--- src/rtl/eq_pkg.sv ---
// Shared definitions for the equalizer mix scheduler: default sizes, FSM states, width helpers.
package eq_pkg;
  localparam int NBANDS_DEF = 7;
  localparam int DW_DEF     = 18;
  localparam int WW_DEF     = 5;

  typedef enum logic [2:0] {
    S_IDLE    = 3'd0,
    S_CAPTURE = 3'd1,
    S_MAC     = 3'd2,
    S_FINAL   = 3'd3,
    S_DONE    = 3'd4
  } state_t;

  // Sum of NBANDS products of (WW+1)-bit by DW-bit signed values never wraps at this width.
  function automatic int acc_width(input int dw, input int ww, input int nb);
    return dw + ww + 1 + $clog2(nb);
  endfunction

  function automatic int w_max(input int ww);
    return (1 << ww) - 1;
  endfunction
endpackage

--- src/rtl/eq_weight_bank.sv ---
// Band-weight registers: rising-edge detect on fup/fdown, per-band saturating up/down counters.
module eq_weight_bank
  import eq_pkg::*;
#(
  parameter int NBANDS = NBANDS_DEF,
  parameter int WW     = WW_DEF
) (
  input  logic                 clock,
  input  logic                 reset,
  input  logic [NBANDS-1:0]    i_sel,
  input  logic                 i_fup,
  input  logic                 i_fdown,
  output logic [NBANDS*WW-1:0] o_weights
);
  localparam logic [WW-1:0] WMAX = WW'(w_max(WW));

  logic r_up_q, r_dn_q;
  logic w_up, w_dn;

  assign w_up = i_fup & ~r_up_q;
  assign w_dn = i_fdown & ~r_dn_q;

  always_ff @(posedge clock or posedge reset) begin
    if (reset) begin
      r_up_q <= 1'b0;
      r_dn_q <= 1'b0;
    end else begin
      r_up_q <= i_fup;
      r_dn_q <= i_fdown;
    end
  end

  // Simultaneous up and down edges cancel; both directions saturate.
  for (genvar i = 0; i < NBANDS; i++) begin : g_band
    logic [WW-1:0] r_w;
    always_ff @(posedge clock or posedge reset) begin
      if (reset)
        r_w <= '0;
      else if (i_sel[i] && w_up && !w_dn && r_w != WMAX)
        r_w <= r_w + 1'b1;
      else if (i_sel[i] && w_dn && !w_up && r_w != '0)
        r_w <= r_w - 1'b1;
    end
    assign o_weights[i*WW +: WW] = r_w;
  end
endmodule

--- src/rtl/eq_mac_scheduler.sv ---
// Per-sample equalizer mixer: snapshots bands/weights on ready, time-shares one multiplier.
// Define EQ_SCHED_SATURATE_EN to clamp the mixed sample instead of wrapping it.
module eq_mac_scheduler
  import eq_pkg::*;
#(
  parameter int NBANDS = NBANDS_DEF,
  parameter int DW     = DW_DEF,
  parameter int WW     = WW_DEF,
  parameter int SHIFT  = 0
) (
  input  logic                 clock,
  input  logic                 reset,
  input  logic                 ready,
  input  logic [DW-1:0]        audio_allpass,
  input  logic [NBANDS*DW-1:0] band_bus,
  input  logic [9:0]           controls,
  output logic [DW-1:0]        audio_out,
  output logic                 out_valid,
  output logic                 busy,
  output logic [NBANDS*WW-1:0] weights,
  output logic                 overrun
);
  localparam int ACC_W = acc_width(DW, WW, NBANDS);
  localparam int PW    = DW + WW + 1;
  localparam int SUM_W = ACC_W + 1;
  localparam int IW    = (NBANDS > 1) ? $clog2(NBANDS) : 1;
  localparam logic signed [SUM_W-1:0] OUT_MAX = SUM_W'({1'b0, {(DW-1){1'b1}}});
  localparam logic signed [SUM_W-1:0] OUT_MIN = -OUT_MAX - 1;

  state_t                          r_state, w_next;
  logic        [IW-1:0]            r_idx;
  logic signed [DW-1:0]            r_ap;
  logic        [NBANDS-1:0][DW-1:0] r_band;
  logic        [NBANDS-1:0][WW-1:0] r_wsnap;
  logic signed [ACC_W-1:0]         r_acc;
  logic        [DW-1:0]            r_out;
  logic                            r_overrun;
  logic signed [PW-1:0]            w_prod;
  logic signed [SUM_W-1:0]         w_sum;
  logic        [DW-1:0]            w_res;

  eq_weight_bank #(.NBANDS(NBANDS), .WW(WW)) u_wbank (
    .clock    (clock),
    .reset    (reset),
    .i_sel    (controls[NBANDS-1:0]),
    .i_fup    (controls[8]),
    .i_fdown  (controls[9]),
    .o_weights(weights)
  );

  if (NBANDS < 8) begin : g_sel_unused
    logic w_unused;
    assign w_unused = ^controls[7:NBANDS];
  end

  assign w_prod = $signed({1'b0, r_wsnap[r_idx]}) * $signed(r_band[r_idx]);
  assign w_sum  = SUM_W'(r_ap) + SUM_W'(r_acc >>> SHIFT);

`ifdef EQ_SCHED_SATURATE_EN
  always_comb begin
    w_res = w_sum[DW-1:0];
    if (w_sum > OUT_MAX)      w_res = OUT_MAX[DW-1:0];
    else if (w_sum < OUT_MIN) w_res = OUT_MIN[DW-1:0];
  end
`else
  always_comb begin
    w_res = w_sum[DW-1:0];
  end
`endif

  always_ff @(posedge clock or posedge reset) begin
    if (reset) r_state <= S_IDLE;
    else       r_state <= w_next;
  end

  always_comb begin
    w_next = r_state;
    case (r_state)
      S_IDLE:    if (ready) w_next = S_CAPTURE;
      S_CAPTURE: w_next = S_MAC;
      S_MAC:     if (r_idx == IW'(NBANDS - 1)) w_next = S_FINAL;
      S_FINAL:   w_next = S_DONE;
      S_DONE:    w_next = S_IDLE;
      default:   w_next = S_IDLE;
    endcase
  end

  always_comb begin
    busy      = (r_state == S_CAPTURE) || (r_state == S_MAC) || (r_state == S_FINAL);
    out_valid = (r_state == S_DONE);
  end

  // Snapshot is taken on the accepting edge so later input/weight changes cannot leak in.
  always_ff @(posedge clock or posedge reset) begin
    if (reset) begin
      r_ap      <= '0;
      r_band    <= '0;
      r_wsnap   <= '0;
      r_acc     <= '0;
      r_idx     <= '0;
      r_out     <= '0;
      r_overrun <= 1'b0;
    end else begin
      if (ready && r_state != S_IDLE) r_overrun <= 1'b1;
      case (r_state)
        S_IDLE: if (ready) begin
          r_ap    <= audio_allpass;
          r_band  <= band_bus;
          r_wsnap <= weights;
        end
        S_CAPTURE: begin
          r_acc <= '0;
          r_idx <= '0;
        end
        S_MAC: begin
          r_acc <= r_acc + ACC_W'(w_prod);
          r_idx <= r_idx + 1'b1;
        end
        S_FINAL: r_out <= w_res;
        default: ;
      endcase
    end
  end

  assign audio_out = r_out;
  assign overrun   = r_overrun;
endmodule

--- config.mk ---
export PLATFORM = sky130hd
export DESIGN_NAME = eq_mac_scheduler
export DESIGN_NICKNAME = d
export VERILOG_FILES = /design/src/rtl/eq_pkg.sv /design/src/rtl/eq_weight_bank.sv /design/src/rtl/eq_mac_scheduler.sv
export SDC_FILE = /design/constraint.sdc
export NUM_CORES = 1
export LEC_CHECK = 0
export BUFFER_PORTS_ARGS = -buffer_cell sky130_fd_sc_hd__buf_4
export CORE_MARGIN = 5
export CORE_UTILIZATION = 29
export DETAILED_ROUTE_END_ITERATION = 12
export GPL_TIMING_DRIVEN = 1
export PLACE_DENSITY = 0.56
export SLEW_MARGIN = 20
export SYNTH_ARGS = -nofsm -noshare
export SYNTH_HDL_FRONTEND = slang
export SYNTH_SLANG_ARGS = --single-unit
--- constraint.sdc ---
create_clock -name clock -period 8.75 [get_ports clock]
set_clock_uncertainty 0.15 [all_clocks]
set_input_delay 0.4375 -clock clock [delete_from_list [all_inputs] [get_ports clock]]
set_output_delay 0.4375 -clock clock [all_outputs]
set_load 0.02 [all_outputs]
Word-level counts from Yosys, hierarchy flattened:

Index checks and enable logic that the tools add are counted.
Widths: inputs -> output; s select.

* add/sub/neg operators: 17
* multipliers: 1
* magnitude comparators: 1
* eq/ne operators: 14
* mux-type cells: 23
* bitwise gates (word level): 4
* reductions and logical operators: 66

Operator list (number)
* $mux 5: 15
* $bmux 18 s3: 1
* $pmux 27 s2: 1
* $logic_and 1x1->1: 43
* $add 5x1->5 const B: 7
* $ne 5x5->1 const B: 7
* $reduce_bool 5->1: 7
* $sub 5x1->5 const B: 7
* $add 27x24->27: 1
* $mul 6x18->24: 1
* $add 18x18->18: 1
* $mux 18: 1
* $reduce_bool 2->1: 8
* $bmux 5 s3: 1
* $pmux 3 s4: 1
* $eq 3x2->1 const B: 2
* $eq 3x3->1 const B: 2
* $mux 3: 2
* $pmux 3 s2: 1
* $lt 3x4->1 const B: 1
* $ne 2x2->1 const B: 2
* $reduce_and 2->1: 2
* $add 3x1->3 const B: 1
* $eq 3x1->1 const B: 1
* other kinds (6): 10

* flip-flop bits (word level): 268
* output and inout port bits: 56
* logic and storage cells: 155

Logic depth before layout (Yosys ltp):

* depth after elaboration: 7
* depth in mapped cells: 25
* mapped depth without buffers: 21

Hierarchy:

From an unflattened synthesis, not the netlist that was laid out.

* cell total of the unflattened synthesis: 1346
* area, all modules: 15547.4 sq um

By module, submodules not included
* eq_mac_scheduler: times used 1, cells an instance 1112, area each 12979.9 sq um
* eq_weight_bank: times used 1, cells an instance 234, area each 2567.5 sq um

Worst setup path after synthesis:

Ideal clock, no wire load.

* kind: reg2reg
* start: reg r_idx[0]
* end: reg r_acc[13]
* library setup time: 0.101 ns
* data arrival time: 5.939 ns
* data required time: 8.499 ns
* path slack: 2.561 ns
* stages on the path, launching flop included: 21
* path buffers: 2
* clock period less this slack: 6.189 ns
* path through: dfrtp_1 -> buf_4 -> buf_1 -> mux4_2 -> o21ai_0 -> nor2_1 -> fa_1 -> fa_1 -> fa_1 -> inv_1 -> fa_1 -> inv_1 -> ha_1 -> a21o_1 -> a21o_1 -> or2_2 -> o311ai_0 -> a21oi_1 -> o21a_1 -> o21a_1 -> o32ai_1

* cells in the longest elaborated chain, start to end: 5
* elaborated cells between the ends (all ways): 7
* those cells by class: add/sub (1); mul (1); mux (5)

Ends and longest elaborated chain
* start: declaration: RTL line eq_mac_scheduler.sv:31 `logic [IW-1:0] r_idx;`
* start signal: assignment: RTL line eq_mac_scheduler.sv:117 `r_idx <= r_idx + 1'b1;`
* $bmux 5 s3 or $bmux 18 s3 (tied branches): RTL line eq_mac_scheduler.sv:56 `assign w_prod = $signed({1'b0, r_wsnap[r_idx]}) * $signed(r_band[r_idx]);`
* $mux 5 (not written as such) or $mux 18 (tied branches): RTL line eq_mac_scheduler.sv:56
* $mul 6x18->24 (*): RTL line eq_mac_scheduler.sv:56
* $add 27x24->27 (*): RTL line eq_mac_scheduler.sv:116 `r_acc <= r_acc + ACC_W'(w_prod);`
* $pmux 27 s2 (*): RTL line eq_mac_scheduler.sv:105 `case (r_state)`
* end signal: assignment: RTL line eq_mac_scheduler.sv:116
* end: declaration: RTL line eq_mac_scheduler.sv:35 `logic signed [ACC_W-1:0] r_acc;`

Mark *: on every way between the ends. The rest lies on a longest branch, timed or not. The select of a mux whose other input is x is not followed.
A chain may end at the register's enable or synchronous reset.

Worst setup path after layout:

Ends and elaborated chain as after synthesis.

==> metrics <==
CP required=about 9 ns; non-filler cells, final=approximately 2,400; P&R area growth vs syn=32.26%; placed cells=2,154; post-synthesis cell area=0.01535 mm2; # hold bufs at CTS=147; Post-synth EDFFs=0; WHS=0.05594 ns; RSZ-0062 raised after global routing=false; status=completed; Peak Freq=around 140 MHz; Rel. slew slack=0.3217; ys async rst share=1.000; Clock Sinks=approximately 260; Max Slew Vio Count=0; Resized Gates After CTS=0; Final min period=about 6.9 ns; Congestion Overflow GR=0; Tightest Pin Transition=1.015 ns; layout cells sized above 1=0.3166; Post CTS Setup Buffer Count=0; via count=roughly 11,000; Netlist cell types=around 60; first-pass GRT wire length=65,030 um; Worst Path Arrival=slightly above 7 ns; die area=slightly below 0.06 mm2; Syn Nets=around 1,600; post-DP HPWL=between 20,000 and 30,000 um; CTS buffer count=34; Final Hold Fails=0; flops & latches, synth=roughly 260; clk buf depth=3; syn_area_per_cell=11.79 um2; Die Wd=roughly 240 um; DR DRC count=0; crit-path max FO=22; WL per Instance=about 17 um; Port Buf Inserts=~210; worst hold-check path type=primary input to flop; DRT antenna net count=0; vias in the first global route=about 12,000; Clock Latency Late Sink=about 0.54 ns; Root Buffer=clkbuf_16; Synthesis Warnings=0; register area share after synthesis=0.4223; Critical Path Source Type=flop; Final TNS setup=0 ns; # IOs=between 200 and 250; CTS H-tree lvls=2; Iteration-0 DRC Markers=just under 500; CTS tree=done; initial antenna violation count=5; Primary FF master, synth=dfrtp_1; gp weighted congestion=roughly 0.81; Core Area=~0.052 mm2; final cycle utilization of the critical path=0.7889; Gate Count Post-Synth=1,302; site row count=84; clk slew on worst S/H paths=approximately 0.06 ns; final WL=slightly above 40,000 um; First-pass DRT Iterations=5; GRT Overall Usage=0.1410; final setup vio count=0; vias per inst=between 4 and 5; crit path capture type=flop; Chip Height=240.0 um; largest net degree at the start of global routing=about 170; # nets final=between 1,500 and 2,000; critical path class=flop to flop; MaxCap Viol Count=0; initial core utilization=0.2926
-- per-layer routing --
metal  up-vias  GRT usage  wire (um)
met1      5431     0.1967      19180
li1       5263          -          -
met2       239     0.2250      18520
met4         4    0.03886        762
met3        52    0.02810       2057
met5         -          0         21
-- cell families after synthesis --
logic type | count (synthesis) | synth area share
buf+inv | 161 | 0.04248
mux | 254 | 0.1953
fa+ha+maj | 140 | 0.1450
flops | 259 | 0.4223
xor+xnor | 60 | 0.03563
compound gates | 210 | 0.09253
simple gates | 218 | 0.06685
-- cells in the final DEF, fill, tap and decap left out, types with 6 or more instances in the layout --
cell type / count
or2_2: 15
o22ai_1: 8
o311a_1: 7
a21o_1: 22
o21ai_0: 51
nor2_1: 93
mux2i_1: 26
fa_1: 63
a21oi_1: 44
mux4_2: 15
buf_4: 222
dfrtp_1: 258
mux2_2: 213
dlygate4sd3_1: 147
inv_1: 101
a221oi_1: 9
nand2b_1: 11
and3_1: 10
a221o_1: 19
clkbuf_16: 35
nor3_1: 8
xor2_1: 19
or3_1: 10
ha_1: 77
clkbuf_1: 6
xnor2_1: 39
a31oi_1: 9
nand2_1: 46
nor2b_1: 7
-- flip-flops by register name, indices dropped and copies added, names as in the netlist --
| register | cells |
|---|---|
| audio_out | 18 |
| overrun | 1 |
| r_acc | 18 |
| r_ap | 18 |
| r_band | 126 |
| r_idx | 3 |
| r_state | 3 |
| r_wsnap | 35 |
| u_wbank.g_band.r_w | 35 |
| u_wbank.r_dn_q | 1 |
| u_wbank.r_up_q | 1 |
-- worst max-delay path: stages (launching register included) --
cell and delay [ns]:
dfrtp_1 0.39, buf_4 0.39, inv_1 0.17, buf_4 0.27
nor2_1 0.43, a221o_1 0.74, nor2_1 0.14, fa_1 0.53
fa_1 0.44, fa_1 0.54, inv_1 0.05, fa_1 0.49
inv_1 0.04, ha_1 0.34, a21o_1 0.21, a21o_1 0.23
or2_2 0.32, o311ai_0 0.11, a21oi_1 0.16, o21a_1 0.22
o21a_1 0.16, o32ai_1 0.23
-- cell type report --
class / count / area, um2
Fill cell: 4995 / 32150
Clock buffer: 46 / 967.2
Clock inverter: 12 / 203.9
Inverter: 102 / 390.4
Multi-Input combinational cell: 882 / 8225
Timing Repair Buffer: 370 / 3158
Sequential cell: 259 / 6485
Tap cell: 688 / 860.8
Antenna cell: 3 / 7.507
-- stage by stage --
stage,setup WS [ns],util,instance area [um2]
after floorplan,1.036,-,15350
after global placement,1.987,0.3365,17650
after detailed placement,1.877,0.3365,17650
after CTS,1.845,0.3869,20290
after global routing,1.399,0.3870,20300
final,1.847,0.3870,20300
-- cell usage after synthesis (all sizes together) (2+ instances only) --
master	instances	area share
o32ai	3	0.0017
buf	20	0.0080
and2	3	0.0012
a31oi	9	0.0037
fa	63	0.082
o21ba	2	0.0013
nor3	9	0.0033
and3	10	0.0041
mux4	15	0.022
nand2b	11	0.0045
ha	77	0.063
xnor2	39	0.022
or2	15	0.0061
nor3b	4	0.0020
o21a	5	0.0024
a21oi	44	0.014
a211oi	4	0.0020
dfrtp	259	0.42
o21ai	52	0.017
o31ai	3	0.0015
nor2	94	0.023
nand3	5	0.0016
o2bb2ai	2	0.0011
xor2	20	0.012
a21o	22	0.011
a22o	2	0.0011
clkbuf	39	0.0095
inv	102	0.025
o21bai	5	0.0024
nor2b	8	0.0037
nand2	46	0.011
o311a	7	0.0046
mux2	213	0.16
a221oi	9	0.0051
o311ai	2	0.0011
mux2i	26	0.017
o211ai	3	0.0015
a211o	2	0.0011
or3	10	0.0041
a221o	20	0.013
o22ai	8	0.0033
-- path summary, 6_finish.rpt --
| kind | from | endpoint | slack [ns] | cells after the start |
|---|---|---|---|---|
| worst min-delay path | band_bus[118] | r_band[118] | 0.06 | 2 |
| worst max-delay path | r_idx[0] | r_acc[13] | 1.85 | 21 |
| max in group asynchronous | reset | r_band[42] | 6.54 | 4 |
| min in group asynchronous | reset | u_wbank.r_up_q | 0.38 | 3 |
| worst max register to register | r_idx[0] | r_acc[13] | 1.85 | 21 |
| worst min register to register | audio_out[5] | audio_out[5] | 0.33 | 2 |
Power is not shown: default switching activity piles up to over one toggle a cycle in this logic, so the estimate is an artifact.
